<file path="config.mk">
export PLATFORM = sky130hd
export DESIGN_NAME = vga_display_engine
export DESIGN_NICKNAME = d
export VERILOG_FILES = /design/src/rtl/vga_pkg.sv /design/src/rtl/vga_timing_gen.sv /design/src/rtl/vga_display_engine.sv
export SDC_FILE = /design/constraint.sdc
export NUM_CORES = 1
export LEC_CHECK = 0
export CAP_MARGIN = 10
export CORE_MARGIN = 4
export CORE_UTILIZATION = 35
export DETAILED_ROUTE_END_ITERATION = 10
export GPL_ROUTABILITY_DRIVEN = 0
export PLACE_DENSITY = 0.67
export SKIP_CTS_REPAIR_TIMING = 1
export SYNTH_ARGS = -nofsm -noshare
export SYNTH_HDL_FRONTEND = slang
export SYNTH_SLANG_ARGS = --single-unit
</file>
<file path="constraint.sdc">
create_clock -name clk -period 3.44 [get_ports clk]
set_input_delay 0.86 -clock clk [delete_from_list [all_inputs] [get_ports clk]]
set_output_delay 0.86 -clock clk [all_outputs]
set_load 0.1 [all_outputs]
</file>
<file path="src/rtl/vga_pkg.sv">
// Shared timing defaults, pipeline control word and pixel-format helpers
// for the VGA display engine.
package vga_pkg;

    localparam int unsigned DEF_H_ACTIVE = 640;
    localparam int unsigned DEF_H_FP     = 16;
    localparam int unsigned DEF_H_SYNC   = 96;
    localparam int unsigned DEF_H_BP     = 48;
    localparam int unsigned DEF_V_ACTIVE = 480;
    localparam int unsigned DEF_V_FP     = 10;
    localparam int unsigned DEF_V_SYNC   = 2;
    localparam int unsigned DEF_V_BP     = 33;

    // Raster counter width; covers totals up to 4095.
    localparam int unsigned CNT_W = 12;

    typedef enum logic {
        PIX_RGB332 = 1'b0,
        PIX_GREY   = 1'b1
    } pix_mode_e;

    typedef struct packed {
        logic       hsync;
        logic       vsync;
        logic       active;
        logic       in_win;
        logic       fstart;
        logic [9:0] x;
        logic [9:0] y;
    } ctrl_t;

    localparam ctrl_t CTRL_IDLE = '{hsync: 1'b1, vsync: 1'b1, active: 1'b0,
                                    in_win: 1'b0, fstart: 1'b0, x: '0, y: '0};

    function automatic int unsigned line_total(input int unsigned act, input int unsigned fp,
                                               input int unsigned sync, input int unsigned bp);
        return act + fp + sync + bp;
    endfunction

    function automatic logic [23:0] rgb332_expand(input logic [7:0] d);
        return {d[7:5], d[7:5], d[7:6], d[4:2], d[4:2], d[4:3], {4{d[1:0]}}};
    endfunction

endpackage

</file>
<file path="src/rtl/vga_timing_gen.sv">
// Raster counters with raw (unpipelined) sync/active flags and line/frame-end strobes.
module vga_timing_gen
    import vga_pkg::*;
#(
    parameter int unsigned H_ACTIVE = DEF_H_ACTIVE,
    parameter int unsigned H_FP     = DEF_H_FP,
    parameter int unsigned H_SYNC   = DEF_H_SYNC,
    parameter int unsigned H_BP     = DEF_H_BP,
    parameter int unsigned V_ACTIVE = DEF_V_ACTIVE,
    parameter int unsigned V_FP     = DEF_V_FP,
    parameter int unsigned V_SYNC   = DEF_V_SYNC,
    parameter int unsigned V_BP     = DEF_V_BP
) (
    input  logic             clk,
    input  logic             rst,
    output logic [CNT_W-1:0] hcnt,
    output logic [CNT_W-1:0] vcnt,
    output logic             hsync_raw,
    output logic             vsync_raw,
    output logic             active,
    output logic             line_end,
    output logic             frame_end
);

    localparam int unsigned H_TOTAL = line_total(H_ACTIVE, H_FP, H_SYNC, H_BP);
    localparam int unsigned V_TOTAL = line_total(V_ACTIVE, V_FP, V_SYNC, V_BP);

    localparam logic [CNT_W-1:0] H_LAST = CNT_W'(H_TOTAL - 1);
    localparam logic [CNT_W-1:0] V_LAST = CNT_W'(V_TOTAL - 1);
    localparam logic [CNT_W-1:0] H_ACT  = CNT_W'(H_ACTIVE);
    localparam logic [CNT_W-1:0] V_ACT  = CNT_W'(V_ACTIVE);
    localparam logic [CNT_W-1:0] HS_LO  = CNT_W'(H_ACTIVE + H_FP);
    localparam logic [CNT_W-1:0] HS_HI  = CNT_W'(H_ACTIVE + H_FP + H_SYNC - 1);
    localparam logic [CNT_W-1:0] VS_LO  = CNT_W'(V_ACTIVE + V_FP);
    localparam logic [CNT_W-1:0] VS_HI  = CNT_W'(V_ACTIVE + V_FP + V_SYNC - 1);

    always_ff @(posedge clk) begin
        if (rst) begin
            hcnt <= '0;
            vcnt <= '0;
        end else if (line_end) begin
            hcnt <= '0;
            vcnt <= frame_end ? '0 : vcnt + 1'b1;
        end else begin
            hcnt <= hcnt + 1'b1;
        end
    end

    always_comb begin
        line_end  = (hcnt == H_LAST);
        frame_end = line_end && (vcnt == V_LAST);
        hsync_raw = !((hcnt >= HS_LO) && (hcnt <= HS_HI));
        vsync_raw = !((vcnt >= VS_LO) && (vcnt <= VS_HI));
        active    = (hcnt < H_ACT) && (vcnt < V_ACT);
    end

endmodule

</file>
<file path="src/rtl/vga_display_engine.sv">
// VGA display engine: timing, scaled frame-buffer address generation, RAM-latency
// aligned control pipeline and colour decode, all on the pixel clock.
module vga_display_engine
    import vga_pkg::*;
#(
    parameter int unsigned H_ACTIVE = DEF_H_ACTIVE,
    parameter int unsigned H_FP     = DEF_H_FP,
    parameter int unsigned H_SYNC   = DEF_H_SYNC,
    parameter int unsigned H_BP     = DEF_H_BP,
    parameter int unsigned V_ACTIVE = DEF_V_ACTIVE,
    parameter int unsigned V_FP     = DEF_V_FP,
    parameter int unsigned V_SYNC   = DEF_V_SYNC,
    parameter int unsigned V_BP     = DEF_V_BP,
    parameter int unsigned FB_W     = 160,
    parameter int unsigned FB_H     = 120,
    parameter int unsigned SCALE    = 4,
    parameter int unsigned ADDR_W   = 15,
    parameter int unsigned RAM_LAT  = 1,
    parameter logic [23:0] BORDER   = 24'h000000
) (
    input  logic              clk,
    input  logic              rst,
    input  logic              mode,
    input  logic [7:0]        ram_data,
    output logic [ADDR_W-1:0] ram_addr,
    output logic              ram_rd_en,
    output logic              hsync,
    output logic              vsync,
    output logic              sync_b,
    output logic              blank_b,
    output logic [7:0]        r,
    output logic [7:0]        g,
    output logic [7:0]        b,
    output logic              frame_start,
    output logic [9:0]        x,
    output logic [9:0]        y
);

    localparam int unsigned DL    = RAM_LAT + 1;
    localparam int unsigned SUB_W = (SCALE > 1) ? $clog2(SCALE) : 1;

    localparam logic [SUB_W-1:0]  SUB_LAST = SUB_W'(SCALE - 1);
    localparam logic [CNT_W-1:0]  WIN_W    = CNT_W'(FB_W * SCALE);
    localparam logic [CNT_W-1:0]  WIN_H    = CNT_W'(FB_H * SCALE);
    localparam logic [ADDR_W-1:0] ROW_STEP = ADDR_W'(FB_W);

    logic [CNT_W-1:0]  hcnt, vcnt;
    logic              hsync_raw, vsync_raw, active, line_end, frame_end;
    logic              in_win;
    logic [ADDR_W-1:0] col, row_base;
    logic [SUB_W-1:0]  hsub, vsub;
    pix_mode_e         mode_q;
    ctrl_t             ctrl0;
    ctrl_t             pipe [DL];
    ctrl_t             last;
    logic [23:0]       pix;

    vga_timing_gen #(
        .H_ACTIVE (H_ACTIVE),
        .H_FP     (H_FP),
        .H_SYNC   (H_SYNC),
        .H_BP     (H_BP),
        .V_ACTIVE (V_ACTIVE),
        .V_FP     (V_FP),
        .V_SYNC   (V_SYNC),
        .V_BP     (V_BP)
    ) u_timing (
        .clk       (clk),
        .rst       (rst),
        .hcnt      (hcnt),
        .vcnt      (vcnt),
        .hsync_raw (hsync_raw),
        .vsync_raw (vsync_raw),
        .active    (active),
        .line_end  (line_end),
        .frame_end (frame_end)
    );

    assign in_win = active && (hcnt < WIN_W) && (vcnt < WIN_H);

    // col/row_base always describe the stage-0 pixel, so the address is a plain add.
    always_ff @(posedge clk) begin
        if (rst) begin
            col      <= '0;
            hsub     <= '0;
            row_base <= '0;
            vsub     <= '0;
        end else begin
            if (line_end) begin
                col  <= '0;
                hsub <= '0;
            end else if (in_win) begin
                if (hsub == SUB_LAST) begin
                    hsub <= '0;
                    col  <= col + 1'b1;
                end else begin
                    hsub <= hsub + 1'b1;
                end
            end
            if (frame_end) begin
                row_base <= '0;
                vsub     <= '0;
            end else if (line_end && (vcnt < WIN_H)) begin
                if (vsub == SUB_LAST) begin
                    vsub     <= '0;
                    row_base <= row_base + ROW_STEP;
                end else begin
                    vsub <= vsub + 1'b1;
                end
            end
        end
    end

    always_ff @(posedge clk) begin
        if (rst) begin
            ram_addr  <= '0;
            ram_rd_en <= 1'b0;
            mode_q    <= PIX_RGB332;
        end else begin
            ram_addr  <= row_base + col;
            ram_rd_en <= in_win;
            if ((hcnt == '0) && (vcnt == '0)) begin
                mode_q <= pix_mode_e'(mode);
            end
        end
    end

    always_comb begin
        ctrl0        = CTRL_IDLE;
        ctrl0.hsync  = hsync_raw;
        ctrl0.vsync  = vsync_raw;
        ctrl0.active = active;
        ctrl0.in_win = in_win;
        ctrl0.fstart = (hcnt == '0) && (vcnt == '0);
        ctrl0.x      = hcnt[9:0];
        ctrl0.y      = vcnt[9:0];
    end

    // Control rides DL stages so it meets the RAM data at the output register.
    always_ff @(posedge clk) begin
        if (rst) begin
            for (int unsigned i = 0; i < DL; i++) begin
                pipe[i] <= CTRL_IDLE;
            end
        end else begin
            pipe[0] <= ctrl0;
            for (int unsigned i = 1; i < DL; i++) begin
                pipe[i] <= pipe[i-1];
            end
        end
    end

    assign last = pipe[DL-1];

    always_comb begin
        pix = '0;
        if (last.active) begin
            if (!last.in_win) begin
                pix = BORDER;
            end else if (mode_q == PIX_GREY) begin
                pix = {3{ram_data}};
            end else begin
                pix = rgb332_expand(ram_data);
            end
        end
    end

    always_ff @(posedge clk) begin
        if (rst) begin
            hsync       <= 1'b1;
            vsync       <= 1'b1;
            blank_b     <= 1'b0;
            r           <= '0;
            g           <= '0;
            b           <= '0;
            frame_start <= 1'b0;
            x           <= '0;
            y           <= '0;
        end else begin
            hsync       <= last.hsync;
            vsync       <= last.vsync;
            blank_b     <= last.active;
            {r, g, b}   <= pix;
            frame_start <= last.fstart;
            x           <= last.x;
            y           <= last.y;
        end
    end

    assign sync_b = 1'b1;

endmodule

</file>
==> summary.md <==
| Metric | Value |
|---|---|
| Status | `finished, final reports clean` |
| Root Driver | `clkbuf_16` |
| Post-synth EDFFs | `0` |
| I/O Buffers | `74` |
| # IOs | `between 70 and 80` |
| CTS tree | `built` |
| # diodes | `0` |
| Area delta synth->final | `21.87%` |
| Hold Vio Cnt, Final | `0` |
| Most instantiated cells after synthesis | `dfxtp_1, nor2b_1, nor2_1` |
| CTS H-tree lvls | `4` |
| Largest net degree at the start of global routing | `71` |
| Worst Hold Class | `register to register` |
| P_leak | `roughly 2.9 nW` |
| Layout Nets | `around 710` |
| Cell taking the most area after synthesis | `dfxtp_1` |
| Final Non-Filler Cells | `~920` |
| Die H | `between 100 and 150 µm` |
| Drt wl/cell | `12.10 µm` |
| Post-Synth Adder-Cell Area | `under 10%` |
| Mapped Cells | `~620` |
| Max Cap Viol | `0` |
| WL final | `between 10 and 15 mm` |
| Worst-path clk slew | `roughly 0.06 ns` |
| Post-synth net total | `around 650` |
| Drt drc | `0` |
| Post-route setup TNS | `0 ns` |
| Vias per inst | `roughly 4.5` |
| Vias in the first global route | `between 3,000 and 4,000` |
| Clk_lat worst skew | `between 0.4 and 0.5 ns` |
| Setup violations, final | `0` |
| # rows | `between 40 and 50` |
| Clk sink count | `165` |
| Count leader, synth | `dfxtp_1` |
| Sequential area share after synthesis | `approximately 55%` |
| Post-synth ARST share | `0%` |
| Crit share post-route | `~69%` |
| Yosys top cell area share | `54.87%` |
| Initial antenna violation count | `0` |
| RSZ-0062 raised after global routing | `no` |
| Post-synthesis cell area | `roughly 0.006 mm²` |
| Core area | `roughly 0.017 mm²` |
| Syn avg cell area | `9.756 µm²` |
| Worst Setup Path Type | `register to register` |
| Unique masters post-synth | `47` |
| Startpoint types | `register` |
| Post-synthesis xor/xnor area fraction | `under 10%` |
| Peak supply drop | `0.3428 mV` |
| Flops & latches, synth | `approximately 170` |
| TritonCTS Buffers | `17` |
| Die area | `roughly 0.019 mm²` |
| Largest family of logic cells by synthesized area | `simple AND/OR/NAND/NOR gates` |
| Max-slew violation count | `0` |
| Crit. End Element | `register` |
| Final min period | `about 2.4 ns` |
| Share of layout cells above drive strength 1 | `approximately 16%` |
| Total gr overflow | `0` |
| Die X | `139.1 µm` |
| Final-layout fill cell count | `~1,700` |
| Synth top area cells | `dfxtp_1, nor2b_1, nor2_1, ha_1, xor2_1` |
| Post-Route Skew | `between 0.009 and 0.01 ns` |
| Placed insts | `885` |
| Max-slew headroom | `approximately 53%` |
| Worst-Margin Slew | `between 0.6 and 0.7 ns` |
| DP HPWL | `7.497 mm` |
| GRT Total Usage | `a little under an eighth` |
| Wire length of the first global-routing pass | `~19 mm` |
| Routed vias | `between 4,000 and 5,000` |
| Starting density of the core | `approximately 36%` |
| Post-DRT Antenna Nets | `0` |
| CP Max Fanout | `23` |
| Yosys warnings | `0` |
| Clock tree buffer depth | `2` |
| CP required | `about 3.8 ns` |
| Simple-gate area share of the yosys netlist | `between 20% and 30%` |
| TritonRoute pass-1 iters | `4` |
| Cell Pwr Density | `between 500 and 600 mW/mm²` |
| Initial detailed-routing violation count | `about 190` |
| Post-synthesis mux area share | `less than 1%` |
| Predominant post-synthesis flop cell | `dfxtp_1` |
| Critical path data arrival time | `around 2.7 ns` |
| Maximum clock frequency | `between 0.4 and 0.5 GHz` |
| Synth Area in Compound Gates | `under 10%` |
state kept, by name, summed over array words and instances (netlist names), 10 cells and up:
name	cells
pipe	48
y	10
x	10
ram_addr	15
col	15
u_timing.hcnt	12
row_base	10
u_timing.vcnt	12
final timing paths:
check	end	slack (ns)	cells after the start	startpoint
setup / recovery	row_base[14]$_SDFFE_PP0P_	1.06	6	u_timing.hcnt[6]$_SDFF_PP0_
hold reg to reg	hsync$_SDFF_PP1_	0.41	1	pipe[0][49]$_SDFF_PP1_
setup reg to reg	row_base[14]$_SDFFE_PP0P_	1.06	6	u_timing.hcnt[6]$_SDFF_PP0_
hold / removal	hsync$_SDFF_PP1_	0.41	1	pipe[0][49]$_SDFF_PP1_
metal layers:
layer | share of wire, % | up-vias | GRT usage (%)
li1 | - | 2197 | -
met1 | 47 | 1884 | 14.28
met2 | 48 | 74 | 19.07
met3 | 4.0 | 12 | 3.552
met4 | 1.6 | 0 | 5.046
met5 | 0 | - | 0
logic make-up after synthesis:
kind of cell | count (synthesis)
DFF | 165
AOI/OAI and AO/OA | 53
buffers and inverters | 46
other | 1
xor gates and xnor gates | 40
muxes | 5
and+or+nand+nor | 288
adders and majority gates | 19
final cells by class:
cell class | instances | area (µm²) | area share [%]
Inverter | 15 | 56.30 | 0.7675
Multi-Input combinational cell | 406 | 2526 | 34.44
Clock inverter | 13 | 122.6 | 1.672
Clock buffer | 18 | 439.2 | 5.987
Sequential cell | 165 | 3303 | 45.03
Tap cell | 220 | 275.3 | 3.752
Timing Repair Buffer | 79 | 613.1 | 8.357
where the power goes:
group	switching, mW	internal [mW]
Combinational	0.154	0.0526
Clock	0.765	1.02
Sequential	0.0157	1.94
Total	0.934	3.01
per-stage QoR:
step	utilization (%)	setup slack (ns)	hold slack [ns]	total power [mW]	area, µm²
after floorplan	-	1.359	0.3895	2.152	6020
after global placement	40.56	1.094	0.3929	2.201	6774
after detailed placement	40.56	1.058	0.3952	2.203	6774
after CTS	43.92	1.078	0.4087	3.998	7336
after global routing	43.92	0.9499	0.4258	4.088	7336
final	43.92	1.065	0.4086	3.943	7336
layout by cell type, fill, tap and decap left out, drive strengths merged, types with 10 or more instances in the layout:
cell type  count
dfxtp        165
nor2b         71
buf           70
nor2          65
nand2         29
a21oi         28
nand3         26
xor2          22
inv           20
nand4         19
xnor2         18
ha            18
clkbuf        18
nor3          16
nand2b        12
o21ai         11
and2          10
worst max-delay path, stage by stage, from the launching register on:
cell and delay [ns]:
dfxtp_1 0.37, or4_4 0.56, nor4_4 0.27, buf_4 0.30, nand4b_2 0.17, or4_1 0.50, a21oi_1 0.14
(Power assumes the default switching activity.)
==> RTL change 1 (config.mk and constraints unchanged) <==
Take the reset off `ram_addr` and load it in a clocked block of its own.
--- a/src/rtl/vga_display_engine.sv
+++ b/src/rtl/vga_display_engine.sv
@@ -115,3 +115,2 @@
         if (rst) begin
-            ram_addr  <= '0;
             ram_rd_en <= 1'b0;
@@ -119,3 +118,2 @@
         end else begin
-            ram_addr  <= row_base + col;
             ram_rd_en <= in_win;
@@ -125,2 +123,6 @@
         end
+    end
+
+    always_ff @(posedge clk) begin
+        ram_addr <= row_base + col;
     end
Formal check against the unedited RTL: differs if rst is asserted again (counterexample within 10 cycles, from zero or initial values and one cycle with rst high); with rst held inactive, the same outputs for 10 cycles.
==> RTL change 1 against the original RTL <==
  * Synthesized area shrank 1.5%
  * Count of clock-buffer cells in the layout stayed put
  * Clock skew grew 1.3 ps
  * Worst setup slack lost 400 ps
  * Power up 2.4%
  * Wire length down 2.1%
  * Sequential cell count stayed put
  * Final area decreased by 0.68%
  * Critical path type unchanged
  * Highest routed layer unchanged
==> RTL change 1: results (changes against the original RTL) <==
- Status: finished, final reports clean
- Reg2Reg Setup Slack: 670 ps (-400 ps)
- Met1 WL: 4.94 mm (-4.3%)
- All-layer global routing usage: 11.6% (-0.074 points)
- GR Util met1: 14.0% (-0.33 points)
- Register area share after synthesis: 55.7% (+0.86 points)
- Vias: 4094 (-1.8%)
- GR Layer Usage met3: 3.83% (+0.28 points)
- Post-DP HPWL: 7.54 mm (+0.54%)
- Met3 WL post-DR: 474 µm (+6.3%)
- Met2 routed WL: 5.14 mm (-2.8%)
- CP max stage delay: 630 ps (+70 ps)
- Lkg Pwr: 2.91 nW (-0.89%)
- Worst-Margin Slew: 676 ps (-18.3 ps)
- Setup Skew: 10.5 ps (+1.26 ps)
- Top cells by area, synth: dfxtp_1 56%, nor2b_1 6.3%, xnor2_1 5.2%
- Layout Nets: 695 (-2.7%)
- Critical Path Slowest Stage Cell: a21o_1
- Largest net degree at the start of global routing: 47 (-34%)
- Placed Area: 6690 µm² (-1.2%)
- First-pass GRT wire length: 18.5 mm (-0.45%)
- Top cells by count, synth: 165 x dfxtp_1, 60 x nor2b_1, 55 x nor2_1, 35 x xnor2_1, 33 x nand2_1
- Post-synthesis net count: 623 (-3.7%)
- Synth unique cells: 43 (-8.5%)
- Vias in the first global route: 3895 (-0.94%)
- VDD IR max: 0.388 mV (+13%)
- Share of post-route cells with drive strength above 1: 17.1% (+0.73 points)
## RTL change 1: changes by cell type in the layout (fill, tap and decap cells not counted), moves of 8 or more
cell | before | now
nor2_2 | 0 | 8
nor2_1 | 65 | 55
xor2_1 | 22 | 13
nor2b_1 | 71 | 60
nand3_1 | 26 | 18
nor4_1 | 7 | 21
xnor2_1 | 18 | 35
## RTL change 1: final cells by class
| class | count | area (µm²) |
|---|---|---|
| fill | 1608 | 9300 |
| sequential | 165 | 3300 |
| clock buffer | 18 | 429 |
| tap | 220 | 275 |
| inverter | 14 | 52.6 |
| timing repair buffer | 78 | 606 |
| clock inverter | 14 | 165 |
| multi-input combinational | 389 | 2450 |
## RTL change 1: worst min path at each step
stage / start / end / cells after the start
after global routing: col[1] / ram_addr[1] / 0
after detailed placement: col[1] / ram_addr[1] / 0
after global placement: col[1] / ram_addr[1] / 0
final: col[1] / ram_addr[1] / 0
after CTS: col[1] / ram_addr[1] / 0
after floorplan: col[1] / ram_addr[1] / 0
## RTL change 1: cells by family after synthesis
kind of cell / after synthesis / synth area share [%]
mux: 2 / 0.338
simple gates: 270 / 24.9
other cells: 1 / 0.0633
flops: 165 / 55.7
xor+xnor: 48 / 7.09
buf+inv: 39 / 2.85
fa+ha+maj: 19 / 4.14
compound gates: 49 / 4.88
## RTL change 1: metrics by stage
stage	setup WS (ps)	hold WS, ps	utilization (%)	total power, mW	cells
global route	541	401	43.9	4.18	898
detailed placement	694	384	40.4	2.20	866
CTS	685	392	43.9	4.08	898
finish	666	391	43.9	4.04	898
global placement	802	377	40.4	2.19	866
floorplan	1150	368	-	2.15	593
## RTL change 1: where the power goes
group	switching [mW]	total [mW]	internal, mW
combinational	0.151	0.202	0.0507
sequential	0.0150	1.95	1.94
clock	0.793	1.89	1.09
total	0.959	4.04	3.08
==> RTL change 2 (config.mk and constraints unchanged) <==
Made on the original files. Set the parameter `RAM_LAT` to 2 (it was 1).
--- a/src/rtl/vga_display_engine.sv
+++ b/src/rtl/vga_display_engine.sv
@@ -17,3 +17,3 @@
     parameter int unsigned ADDR_W   = 15,
-    parameter int unsigned RAM_LAT  = 1,
+    parameter int unsigned RAM_LAT  = 2,
     parameter logic [23:0] BORDER   = 24'h000000
Function: changed (a bounded check fails within 4 cycles, from zero or initial values and one cycle with rst high).
==> RTL change 2 against the original RTL <==
  * Critical endpoint is now row_base[5]
  * Power grew 9.0%
  * Sequential cell count grew 24
  * Largest cell class unchanged
  * Synthesized area grew 9.0%
  * Worst setup slack lost 230 ps
  * Utilization shrank 0.42 points
  * Final area grew 8.0%
  * Wire length grew 5.8%
  * Via count grew 4.5%
==> RTL change 2: results (changes against the original RTL) <==
- Cell count after synthesis: 653 (+5.8%)
- Multiplexer area fraction after synthesis: 0.954% (+0.060 points)
- CP max stage delay: 600 ps (+40 ps)
- Min-delay src: pipe[0][74]
- First-pass GRT wire length: 19.8 mm (+6.6%)
- Top cells by area, synth: dfxtp_1 58%, nor2b_1 8.4%, nor2_1 3.3%
- Synth Area in Adders: 3.55% (-0.53 points)
- Register area share after synthesis: 57.7% (+2.8 points)
- Critical Path Slowest Stage Cell: or4b_2
- Int Pwr: 3.33 mW (+11%)
- Status: finished, final reports clean
- PwrDens: 543 nW/µm² (+0.94%)
- Placed Area: 7330 µm² (+8.2%)
- Flop pwr share: 51.7% (+2.2 points)
- Worst-path fanout max: 22 (-4.3%)
- Crit path capture: row_base[5]
- Vias per cell: 4.53 (-0.43%)
- Layout Nets: 748 (+4.8%)
- Placed cells: 929 (+5.0%)
- Arr. time, crit path: 2880 ps (+160 ps)
- Biggest regs: pipe: 72 flops, col: 15 flops, ram_addr: 15 flops
- Reg2Reg Setup Slack: 840 ps (-230 ps)
- Post-synthesis net count: 682 (+5.4%)
- Top cells by count, synth: 189 x dfxtp_1, 88 x nor2b_1, 57 x nor2_1, 40 x a21oi_1, 30 x nand2_1
- Worst-Margin Slew: 772 ps (+77.7 ps)
- Worst slack, placed: 864 ps (-194 ps)
- All-layer global routing usage: 11.8% (+0.14 points)
- Setup Skew: 6.96 ps (-2.31 ps)
- Pre-antenna DRT Iters: 5 (+1)
- Finished Layout Cells: 961 (+4.9%)
- Vias in the first global route: 4167 (+6.0%)
- Share of post-route cells with drive strength above 1: 15.3% (-1.1 points)
- VDD IR max: 0.353 mV (+3.0%)
- Lkg Pwr: 3.17 nW (+7.7%)
RTL change 2: changes by cell type after synthesis, sizes merged, moves of 5 or more:
cell and delta:
nor2b +17, nor2 -8, a21oi +12, nor3 -7
or4 +5, dfxtp +24, nand3 -7
RTL change 2: logic make-up after synthesis:
kind of cell,after synthesis
flip-flops,189
buffers and inverters,48
adder cells (fa/ha/maj),18
multiplexers,6
other,1
AND/OR/NAND/NOR,288
XOR/XNOR,33
AO/OA/AOI/OAI,70
RTL change 2: final cells by class:
class,count,area [µm²]
Multi-Input combinational cell,416,2580
Clock inverter,12,128
Clock buffer,20,467
Timing Repair Buffer,78,608
Inverter,17,63.8
Fill cell,1712,10300
Sequential cell,189,3780
Tap cell,229,287
RTL change 2: routing by layer:
layer,routed length [µm],track usage [%],vias to the layer above
li1,-,-,2313
met1,5590,14.7,1941
met2,5430,19.1,86
met3,518,3.52,13
met4,191,5.11,0
met5,0,0,-
